`config.mk`:
```
export PLATFORM = sky130hd
export DESIGN_NAME = exec_ppn_table_flat
export DESIGN_NICKNAME = d
export VERILOG_FILES = /design/src/rtl/exec_ppn_table_if.sv /design/src/rtl/exec_ppn_table.sv /design/src/flat_wrapper.sv
export SDC_FILE = /design/constraint.sdc
export NUM_CORES = 1
export LEC_CHECK = 0
export ABC_CLOCK_PERIOD_IN_PS = 4100
export CAP_MARGIN = 20
export CORE_ASPECT_RATIO = 0.6
export CORE_MARGIN = 2
export CORE_UTILIZATION = 35
export DETAILED_ROUTE_END_ITERATION = 8
export PLACE_DENSITY_LB_ADDON = 0.05
export REMOVE_ABC_BUFFERS = 1
export SYNTH_ARGS = -nofsm -noshare
export SYNTH_HDL_FRONTEND = slang
export SYNTH_SLANG_ARGS = --single-unit
```
`constraint.sdc`:
```
create_clock -name clk_i -period 4.1 [get_ports clk_i]
set_input_delay 0.82 -clock clk_i [delete_from_list [all_inputs] [get_ports clk_i]]
set_output_delay 0.82 -clock clk_i [all_outputs]
set_load 0.05 [all_outputs]
```
`src/rtl/exec_ppn_table_if.sv`:
```
// Update channel of exec_ppn_table: request handshake plus completion ack/status.
// The requester side uses the master modport and the table uses the slave modport.
interface exec_ppn_table_if #(
    parameter int PPN_W = 20
);
    logic             upd_valid_i;
    logic             upd_ready_o;
    logic             upd_op_i;
    logic [PPN_W-1:0] upd_ppn_i;
    logic             upd_ack_o;
    logic [1:0]       upd_err_o;

    modport master (
        output upd_valid_i, upd_op_i, upd_ppn_i,
        input  upd_ready_o, upd_ack_o, upd_err_o
    );

    modport slave (
        input  upd_valid_i, upd_op_i, upd_ppn_i,
        output upd_ready_o, upd_ack_o, upd_err_o
    );
endinterface

```
`src/rtl/exec_ppn_table.sv`:
```
// Table of executable physical page numbers, checked combinationally against the D-side write PA.
// Define EXEC_PPN_FLUSH_EN to add flush_i, which clears the whole table in a single IDLE cycle.
module exec_ppn_table #(
    parameter int DEPTH = 8,
    parameter int PA_W  = 32,
    parameter int PPN_W = 20
) (
    input  logic                       clk_i,
    input  logic                       rst_ni,
    exec_ppn_table_if.slave            upd_if,
    input  logic                       lock_i,
`ifdef EXEC_PPN_FLUSH_EN
    input  logic                       flush_i,
`endif
    input  logic [PA_W-1:0]            query_pa_i,
    output logic                       hit_exec_ppn_o,
    output logic [$clog2(DEPTH+1)-1:0] count_o,
    output logic                       full_o,
    output logic                       empty_o
);
    localparam int IDX_W = $clog2(DEPTH);
    localparam int CNT_W = $clog2(DEPTH+1);

    localparam logic [1:0] S_IDLE   = 2'd0;
    localparam logic [1:0] S_SEARCH = 2'd1;
    localparam logic [1:0] S_COMMIT = 2'd2;

    localparam logic [1:0] E_OK       = 2'd0;
    localparam logic [1:0] E_FULL     = 2'd1;
    localparam logic [1:0] E_NOTFOUND = 2'd2;
    localparam logic [1:0] E_LOCKED   = 2'd3;

    logic [1:0]       r_state;
    logic             r_alive;
    logic             r_op;
    logic [PPN_W-1:0] r_ppn;
    logic [DEPTH-1:0] r_valid;
    logic [PPN_W-1:0] r_tag [DEPTH];
    logic             r_match;
    logic [IDX_W-1:0] r_match_idx;
    logic             r_free;
    logic [IDX_W-1:0] r_free_idx;
    logic [CNT_W-1:0] r_count;

    logic             w_flush;
    logic             w_accept;
    logic             w_match;
    logic [IDX_W-1:0] w_match_idx;
    logic             w_free;
    logic [IDX_W-1:0] w_free_idx;
    logic             w_set;
    logic             w_clr;
    logic [1:0]       w_err;
    logic             w_hit_tab;
    logic [PPN_W-1:0] w_query_ppn;
    logic             w_unused;

    assign w_query_ppn = query_pa_i[PA_W-1 -: PPN_W];
    assign w_unused    = ^query_pa_i[PA_W-PPN_W-1:0];

`ifdef EXEC_PPN_FLUSH_EN
    assign w_flush = r_alive && (r_state == S_IDLE) && flush_i && !lock_i;
`else
    assign w_flush = 1'b0;
`endif

    // r_alive keeps ready low through reset and lets it rise on the first edge after release.
    assign upd_if.upd_ready_o = r_alive && (r_state == S_IDLE) && !w_flush;
    assign w_accept           = upd_if.upd_valid_i && upd_if.upd_ready_o;

    // Descending scan so the lowest matching / free index is the one left standing.
    always_comb begin
        // NOTE: every output gets a default first so no path leaves it unassigned (no latch).
        w_match     = 1'b0;
        w_match_idx = '0;
        w_free      = 1'b0;
        w_free_idx  = '0;
        for (int i = DEPTH - 1; i >= 0; i--) begin
            if (r_valid[i] && (r_tag[i] == r_ppn)) begin
                w_match     = 1'b1;
                w_match_idx = IDX_W'(i);
            end
            if (!r_valid[i]) begin
                w_free     = 1'b1;
                w_free_idx = IDX_W'(i);
            end
        end
    end

    always_comb begin
        w_err = E_OK;
        w_set = 1'b0;
        w_clr = 1'b0;
        if (r_state == S_COMMIT) begin
            if (lock_i) begin
                w_err = E_LOCKED;
            end else if (!r_op) begin
                if (!r_match) begin
                    if (r_free) w_set = 1'b1;
                    else        w_err = E_FULL;
                end
            end else if (r_match) begin
                w_clr = 1'b1;
            end else begin
                w_err = E_NOTFOUND;
            end
        end
    end

    assign upd_if.upd_ack_o = (r_state == S_COMMIT);
    assign upd_if.upd_err_o = w_err;

    always_comb begin
        w_hit_tab = 1'b0;
        for (int i = 0; i < DEPTH; i++) begin
            if (r_valid[i] && (r_tag[i] == w_query_ppn)) w_hit_tab = 1'b1;
        end
    end

    // A latched insert blocks its page before commit; a latched remove keeps hitting until commit.
    assign hit_exec_ppn_o = w_hit_tab ||
                            (((r_state == S_SEARCH) || (r_state == S_COMMIT)) &&
                             !r_op && (r_ppn == w_query_ppn));

    assign count_o = r_count;
    assign full_o  = (r_count == CNT_W'(DEPTH));
    assign empty_o = (r_count == '0);

    always_ff @(posedge clk_i or negedge rst_ni) begin
        // NOTE: sequential state uses non-blocking assignments so every flop samples pre-edge values.
        if (!rst_ni) begin
            r_state     <= S_IDLE;
            r_alive     <= 1'b0;
            r_op        <= 1'b0;
            r_ppn       <= '0;
            r_match     <= 1'b0;
            r_match_idx <= '0;
            r_free      <= 1'b0;
            r_free_idx  <= '0;
        end else begin
            r_alive <= 1'b1;
            case (r_state)
                S_IDLE: begin
                    if (w_accept) begin
                        r_op    <= upd_if.upd_op_i;
                        r_ppn   <= upd_if.upd_ppn_i;
                        r_state <= S_SEARCH;
                    end
                end
                S_SEARCH: begin
                    r_match     <= w_match;
                    r_match_idx <= w_match_idx;
                    r_free      <= w_free;
                    r_free_idx  <= w_free_idx;
                    r_state     <= S_COMMIT;
                end
                S_COMMIT: r_state <= S_IDLE;
                default:  r_state <= S_IDLE;
            endcase
        end
    end

    always_ff @(posedge clk_i or negedge rst_ni) begin
        if (!rst_ni) begin
            r_valid <= '0;
            r_count <= '0;
        end else if (w_flush) begin
            r_valid <= '0;
            r_count <= '0;
        end else if (w_set) begin
            r_valid[r_free_idx] <= 1'b1;
            r_count             <= r_count + CNT_W'(1);
        end else if (w_clr) begin
            r_valid[r_match_idx] <= 1'b0;
            r_count              <= r_count - CNT_W'(1);
        end
    end

    // NOTE: tag storage is not reset; a tag is only ever read through its valid bit, which is.
    always_ff @(posedge clk_i) begin
        if (w_set) r_tag[r_free_idx] <= r_ppn;
    end
endmodule

```
`src/flat_wrapper.sv`:
```
// flat-port wrapper written by rule: the top's interface ports become plain ports
module exec_ppn_table_flat 
#(
    parameter int DEPTH = 8,
    parameter int PA_W  = 32,
    parameter int PPN_W = 20
)
  (clk_i, rst_ni, lock_i, query_pa_i, hit_exec_ppn_o, count_o, full_o, empty_o, upd_if_upd_valid_i, upd_if_upd_op_i, upd_if_upd_ppn_i, upd_if_upd_ready_o, upd_if_upd_ack_o, upd_if_upd_err_o);
  exec_ppn_table_if #(.PPN_W(PPN_W)) upd_if_i ();
  input  logic clk_i;
  input  logic rst_ni;
  input  logic lock_i;
  input  logic [PA_W-1:0] query_pa_i;
  output logic hit_exec_ppn_o;
  output logic [$clog2(DEPTH+1)-1:0] count_o;
  output logic full_o;
  output logic empty_o;
  input wire logic [$bits(upd_if_i.upd_valid_i)-1:0] upd_if_upd_valid_i;
  input wire logic [$bits(upd_if_i.upd_op_i)-1:0] upd_if_upd_op_i;
  input wire logic [$bits(upd_if_i.upd_ppn_i)-1:0] upd_if_upd_ppn_i;
  output wire logic [$bits(upd_if_i.upd_ready_o)-1:0] upd_if_upd_ready_o;
  output wire logic [$bits(upd_if_i.upd_ack_o)-1:0] upd_if_upd_ack_o;
  output wire logic [$bits(upd_if_i.upd_err_o)-1:0] upd_if_upd_err_o;
  assign upd_if_i.upd_valid_i = upd_if_upd_valid_i;
  assign upd_if_i.upd_op_i = upd_if_upd_op_i;
  assign upd_if_i.upd_ppn_i = upd_if_upd_ppn_i;
  assign upd_if_upd_ready_o = upd_if_i.upd_ready_o;
  assign upd_if_upd_ack_o = upd_if_i.upd_ack_o;
  assign upd_if_upd_err_o = upd_if_i.upd_err_o;
  exec_ppn_table #(.DEPTH(DEPTH), .PA_W(PA_W), .PPN_W(PPN_W)) u_core (.clk_i(clk_i), .rst_ni(rst_ni), .upd_if(upd_if_i), .lock_i(lock_i), .query_pa_i(query_pa_i), .hit_exec_ppn_o(hit_exec_ppn_o), .count_o(count_o), .full_o(full_o), .empty_o(empty_o));
endmodule
```
==> flow_summary.toml, run 1 <==
[status]
status = "finished, final reports clean"

[power]
finalPower_mw = 7.66
ir_drop_v = 0.000369
p_leak_nw = 4.37
power.density_nw_per_um2 = 586

[clock_network]
cts-buffers-inserted = 22
cts_tree = "yes"
clkTransAtPathRegs_ns = 0.06
clock_path_buffers = 3
htree_levels = 1
clock-sinks = 204
hold_buffers = 0
clockRootBuffer = "clkbuf_16"
clk_latency_ns = 0.52

[route]
antenna_left = 0
drt_iter0_drc = 643
first_pass_iters = 5
viasPerCell = 5.15
wl_per_cell_um = 25.7
vias = 7091
drc = 0
wl_mm = 35.4

[global_route]
grt_pass1_vias = 7214
overflow = 0
antenna_found_initial = 1
grt_max_degree = 45
grt_use_total_pct = 22.2
grt_pass1_wl_mm = 51.4

[die]
die_x_um = 231
core_um2 = 30200
die_h_um = 140
io_pins = 68
fp-row-count = 49
start_util_pct = 35.8
die_area_um2 = 32300

[sta]
max_freq_mhz = 253
setup_viol = 0
fin_setup_tns_ns = 0
clock_skew_ns = 0.0129
worst_slew_pin_slew_ns = 1.06
rsz0062_at_grt = "no"
slew_violations = 0
fin_crit_ns = 3.96
slew_headroom_pct = 29.2
fin_crit_sh_pct = 96.6
hold_viol = 0

[finish]
stdcell_count = 1376
seq_area_um2 = 5910
drive_gt1_share_pct = 14.5
fill_cells = 2838
finalNetCount = 1016
multi_input_area_um2 = 4620
antenna_cells = 0
area_growth_pct = 21.1

[yosys]
ys_seq_area_share_pct = 54.7
synthCells = 841
ys_async_sr_fraction_pct = 21.6
ys_warn_count = 0
synthTopCellsByArea = "edfxtp_1, xnor2_1, dfrtp_1"
synth_top_area_share_pct = 44.5
netlist_area_um2 = 10800
syn_area_per_cell_um2 = 12.8
yosys.cell_types.count = 44
synth_edf_count = 160
yosys.area.top_type = "edfxtp_1"
synth_ff_type = "edfxtp_1"
synth-seq-cells = 204

[critical_path]
reg2reg_depth = 8
critPathMaxFanout = 7
crit_path_cell_trace = "clkdlybuf4s50_1 > buf_12 > xor2_1 > nor4_1 > nand4_1 > nor4_2 > buf_4 > a41oi_1 > nand4_1 > buf_12"
cp.arrival_ns = 3.14
cpMaxStageDelayCell = "clkdlybuf4s50_1"
crit_path_start_kind = "input port"
max_stage_delay_ns = 0.45
cp.required_ns = 3.28
path_class = "input port to output pin"
end_kind = "output pin"

[worst_hold_path]
worstHoldPathType = "input port to async pin"

[run]
maxCapViolations = 0

[place]
io_buffers = 55
numPlacedInstances = 1335
place_congestion = 0.863
dpl.hpwl_mm = 24.2
[cells in the final DEF (no fill, tap or decap), types with 5 or more instances in the layout]
master,Yosys,routed
dfrtp_1,44,44
o22ai_1,5,5
nor4_1,44,40
inv_1,14,14
a31oi_1,6,6
clkbuf_16,0,23
buf_4,16,59
nand4_1,57,57
edfxtp_1,160,160
nand2_1,22,22
nand3_1,19,19
clkdlybuf4s50_1,0,52
mux2_2,22,22
o32a_1,5,5
xnor2_1,223,223
ha_1,6,6
xor2_1,118,118
buf_12,0,17
clkbuf_1,1,11
nor4_2,2,5
nor2_1,17,13
[synthesized netlist by cell type (2+ instances only)]
master,count
buf_1,2
buf_4,16
nand2_1,22
buf_6,3
nor2_1,17
a41oi_1,2
ha_1,6
nand3_1,19
a31oi_1,6
nand4_1,57
o211ai_1,2
inv_1,14
xnor2_1,223
mux2_2,22
a21oi_1,3
nor3_1,5
nor4_1,44
dfrtp_1,44
xor2_1,118
o22ai_1,5
nor4_2,2
edfxtp_1,160
o21ai_0,3
buf_2,21
o21a_1,2
o32a_1,5
[metal layers]
layer | global-route usage [%] | vias up | share of wire (%)
li1 | - | 3209 | -
met1 | 34.1 | 3610 | 49
met2 | 32.0 | 233 | 42
met3 | 4.72 | 39 | 6.6
met4 | 4.45 | 0 | 1.8
met5 | 0 | - | 0
[critical path: cells and delay by family]
family	cells	cell delay (ns)
compound gates	1	0.07
xor+xnor	1	0.14
buf+inv	4	0.96
simple gates	4	1.13
[flip-flops by register name, indices dropped and copies added (netlist names)]
name	flops
u_core.r_valid	8
u_core.r_match_idx	3
u_core.r_op	1
u_core.r_ppn	20
u_core.r_match	1
u_core.r_alive	1
u_core.count_o	4
u_core.r_free	1
u_core.r_free_idx	3
u_core.r_tag	160
u_core.r_state	2
[power by group]
group          total, mW  switching (mW)  leakage, nW  internal (mW)
registers           2.88           0.212         1.98           2.66
logic               2.89            1.81         2.07           1.08
clock network       1.90           0.825        0.324           1.07
total               7.66            2.85         4.37           4.81
[layout make-up]
type	instances	area share (%)
clock inverter	4	0.144
timing repair buffer	130	10.1
clock buffer	36	4.93
multi-input combinational	580	35.3
tap	408	3.90
sequential	204	45.2
inverter	14	0.402
[final timing paths]
kind,start,to,slack [ns]
hold reg to reg,u_core.count_o[3]$_DFFE_PN0P_,u_core.count_o[3]$_DFFE_PN0P_,0.53
hold / removal,rst_ni,u_core.count_o[3]$_DFFE_PN0P_,0.28
max in group asynchronous,rst_ni,u_core.r_ppn[18]$_DFFE_PN0P_,3.28
setup reg to reg,u_core.r_ppn[13]$_DFFE_PN0P_,u_core.r_match_idx[2]$_DFFE_PN0N_,1.48
min in group clk_i,u_core.count_o[3]$_DFFE_PN0P_,u_core.count_o[3]$_DFFE_PN0P_,0.53
setup / recovery,query_pa_i[30],hit_exec_ppn_o,0.14
[cells by family after synthesis]
family	share of synthesized area [%]
XOR/XNOR	27.7
multiplexers	2.29
AND/OR/NAND/NOR	9.19
buffers and inverters	2.99
adder cells (fa/ha/maj)	0.881
other	0.0347
flip-flops	54.7
AO/OA/AOI/OAI	2.25
[what timing repair did]
action / 4_1_cts / 5_1_grt
setup buffers: 0 / 0
resized for setup: 2 / 4
endpoints found under the setup margin: 1 / 1
endpoints found under the hold margin: 0 / 0
cloned: 0 / 0
[per-stage QoR]
stage          hold slack (ns)  utilization, %  worst slack, ns  cell area [µm²]
2_1_floorplan            0.491               -            0.574            10500
3_3_place_gp             0.509            41.0           -0.135            12400
3_5_place_dp             0.513            41.0           -0.152            12400
4_1_cts                  0.512            43.2          0.00190            13000
5_1_grt                  0.299            43.3           0.0197            13100
6_report                 0.279            43.3            0.140            13100
No activity file was read; power rests on OpenSTA's default activity.
==> inputs of run 2 (changes only) <==
Settings changed: CAP_MARGIN 20 to unset, DONT_BUFFER_PORTS set to 1.
==> flow_summary.toml, run 2 (same netlist as run 1, synthesis figures left out) <==
[status]
status = "finished, final reports clean"

[global_route]
grt_max_degree = 45
grt_pass1_wl_mm = 50.8
grt_pass1_vias = 6884
gr-usage-met3_pct = 4.38
overflow = 0
busiest_layer = "met1"
grt_use_total_pct = 22.2
grtUsageMet2_pct = 31.4
antenna_found_initial = 0
grt_util_met1_pct = 34.9

[finish]
final_cell_mix = "xnor2_1, edfxtp_1, xor2_1"
antenna_cells = 0
regMostFlops = "u_core.r_tag"
top_regs = "u_core.r_tag x160, u_core.r_ppn x20, u_core.r_valid x8"
largest_reg_flops = 160
area_growth_pct = 12.2
finalNetCount = 921
layout.cells.most_common = "xnor2_1"
stdcell_count = 1281
multi_input_area_um2 = 4610
post-route-cell-area_um2 = 12100
fill_cells = 2871
seq_area_um2 = 5910
drive_gt1_share_pct = 11.9

[die]
die_x_um = 231
core_um2 = 30200
die_h_um = 140
start_util_pct = 35.8
io_pins = 68
fp-row-count = 49
die_area_um2 = 32300

[sta]
clock_skew_ns = 0.0126
fin_setup_tns_ns = 0
slew_violations = 0
hold_viol = 0
slew_headroom_pct = 32.1
setup_viol = 0
max_freq_mhz = 279
fin_crit_sh_pct = 87.3
rsz0062_at_grt = "no"
worst_slew_pin_slew_ns = 1.02
fin_crit_ns = 3.58

[power]
finalPower_mw = 7.70
p_leak_nw = 3.92
combPwrFrac_pct = 33.5
p_switching_mw = 2.82
power.density_nw_per_um2 = 636
switching_share_pct = 36.6
pwr-share-clk_pct = 27.8
seqPwrFrac_pct = 38.7
ir_drop_v = 0.000405
internal_power_mw = 4.88

[place]
dpl.hpwl_mm = 23.1
io_buffers = 0
place_congestion = 0.832
place_area_um2 = 11300
numPlacedInstances = 1240

[critical_path]
path_class = "register to output pin"
crit_path_start_kind = "register"
critPathMaxFanout = 10
r2r_slack_ns = 1.30
end_kind = "output pin"
regToRegStartpoint = "u_core.r_state[0]$_DFFE_PN0P_"
startpoint = "u_core.r_ppn[6]$_DFFE_PN0P_"
cp.arrival_ns = 2.76
cp.required_ns = 3.28

[route]
antenna_left = 0
wl_mm = 35.1
drc = 0
drt_iter0_drc = 554
first_pass_iters = 5
wl_per_cell_um = 27.4
viasPerCell = 5.34
vias = 6841

[clock_network]
clock_path_buffers = 3
htree_levels = 1
clock-sinks = 204
clockRootBuffer = "clkbuf_16"
clk_latency_ns = 0.53
cts-buffers-inserted = 22
clkTransAtPathRegs_ns = 0.06
post_cts_resized = 0
cts_tree = "yes"

[run]
maxCapViolations = 0

[worst_hold_path]
worstHoldPathType = "input port to async pin"
==> run 2: worst max-delay path, cell delays in order (launching register included) <==
cell      delay [ns]
dfrtp_1         0.77
o211ai_1        0.19
nor4_1          0.20
nand2_1         0.16
nor4_1          0.30
buf_4           0.19
a41oi_1         0.05
nand4_1         0.16
buf_4           0.21
==> run 2: per-stage QoR <==
| step | hold WS (ns) | setup slack, ns | util [%] |
|---|---|---|---|
| 2_1_floorplan | 0.491 | 0.574 | - |
| 3_3_place_gp | 0.518 | 0.739 | 37.6 |
| 3_5_place_dp | 0.525 | 0.732 | 37.6 |
| 4_1_cts | 0.119 | 0.469 | 40.2 |
| 5_1_grt | 0.135 | 0.395 | 40.2 |
| 6_report | 0.134 | 0.519 | 40.2 |
==> run 2: routing by layer <==
| metal | share of wire, % | vias to the layer above |
|---|---|---|
| met2 | 41 | 213 |
| met1 | 51 | 3555 |
| met5 | 0 | - |
| met4 | 1.7 | 0 |
| li1 | - | 3030 |
| met3 | 6.1 | 43 |
==> run 2: final timing paths <==
check / to / cells after the start
worst max register to register: u_core.count_o[3]$_DFFE_PN0P_ / 10
max in group asynchronous: u_core.r_ppn[16]$_DFFE_PN0P_ / 1
worst min-delay path: u_core.count_o[1]$_DFFE_PN0P_ / 1
worst max-delay path: hit_exec_ppn_o / 8
min in group clk_i: u_core.r_ppn[4]$_DFFE_PN0P_ / 1
worst min register to register: u_core.r_state[0]$_DFFE_PN0P_ / 2
==> run 2: timing repair <==
item | 4_1_cts | 5_1_grt
endpoints found under the setup margin | 0 | 0
buffers inserted | 0 | 0
endpoints found under the hold margin | 44 | 0
hold buffers | 1 | 0
==> run 2: cell type report <==
class | count | share of cell area (%)
Clock buffer | 24 | 4.78
Multi-Input combinational cell | 580 | 38.0
Tap cell | 408 | 4.21
Inverter | 14 | 0.434
Timing Repair Buffer | 35 | 2.33
Clock inverter | 16 | 1.49
Sequential cell | 204 | 48.7
==> run 2: power by group through the flow <==
stage          Combinational [mW]  Sequential (mW)  Clock, mW
6_report                     2.58             2.98       2.14
5_1_grt                      2.76             3.01       2.27
4_1_cts                      2.58             2.98       2.19
3_5_place_dp                 2.56             3.02          0
3_3_place_gp                 2.55             3.02          0
2_1_floorplan                1.21             3.31          0
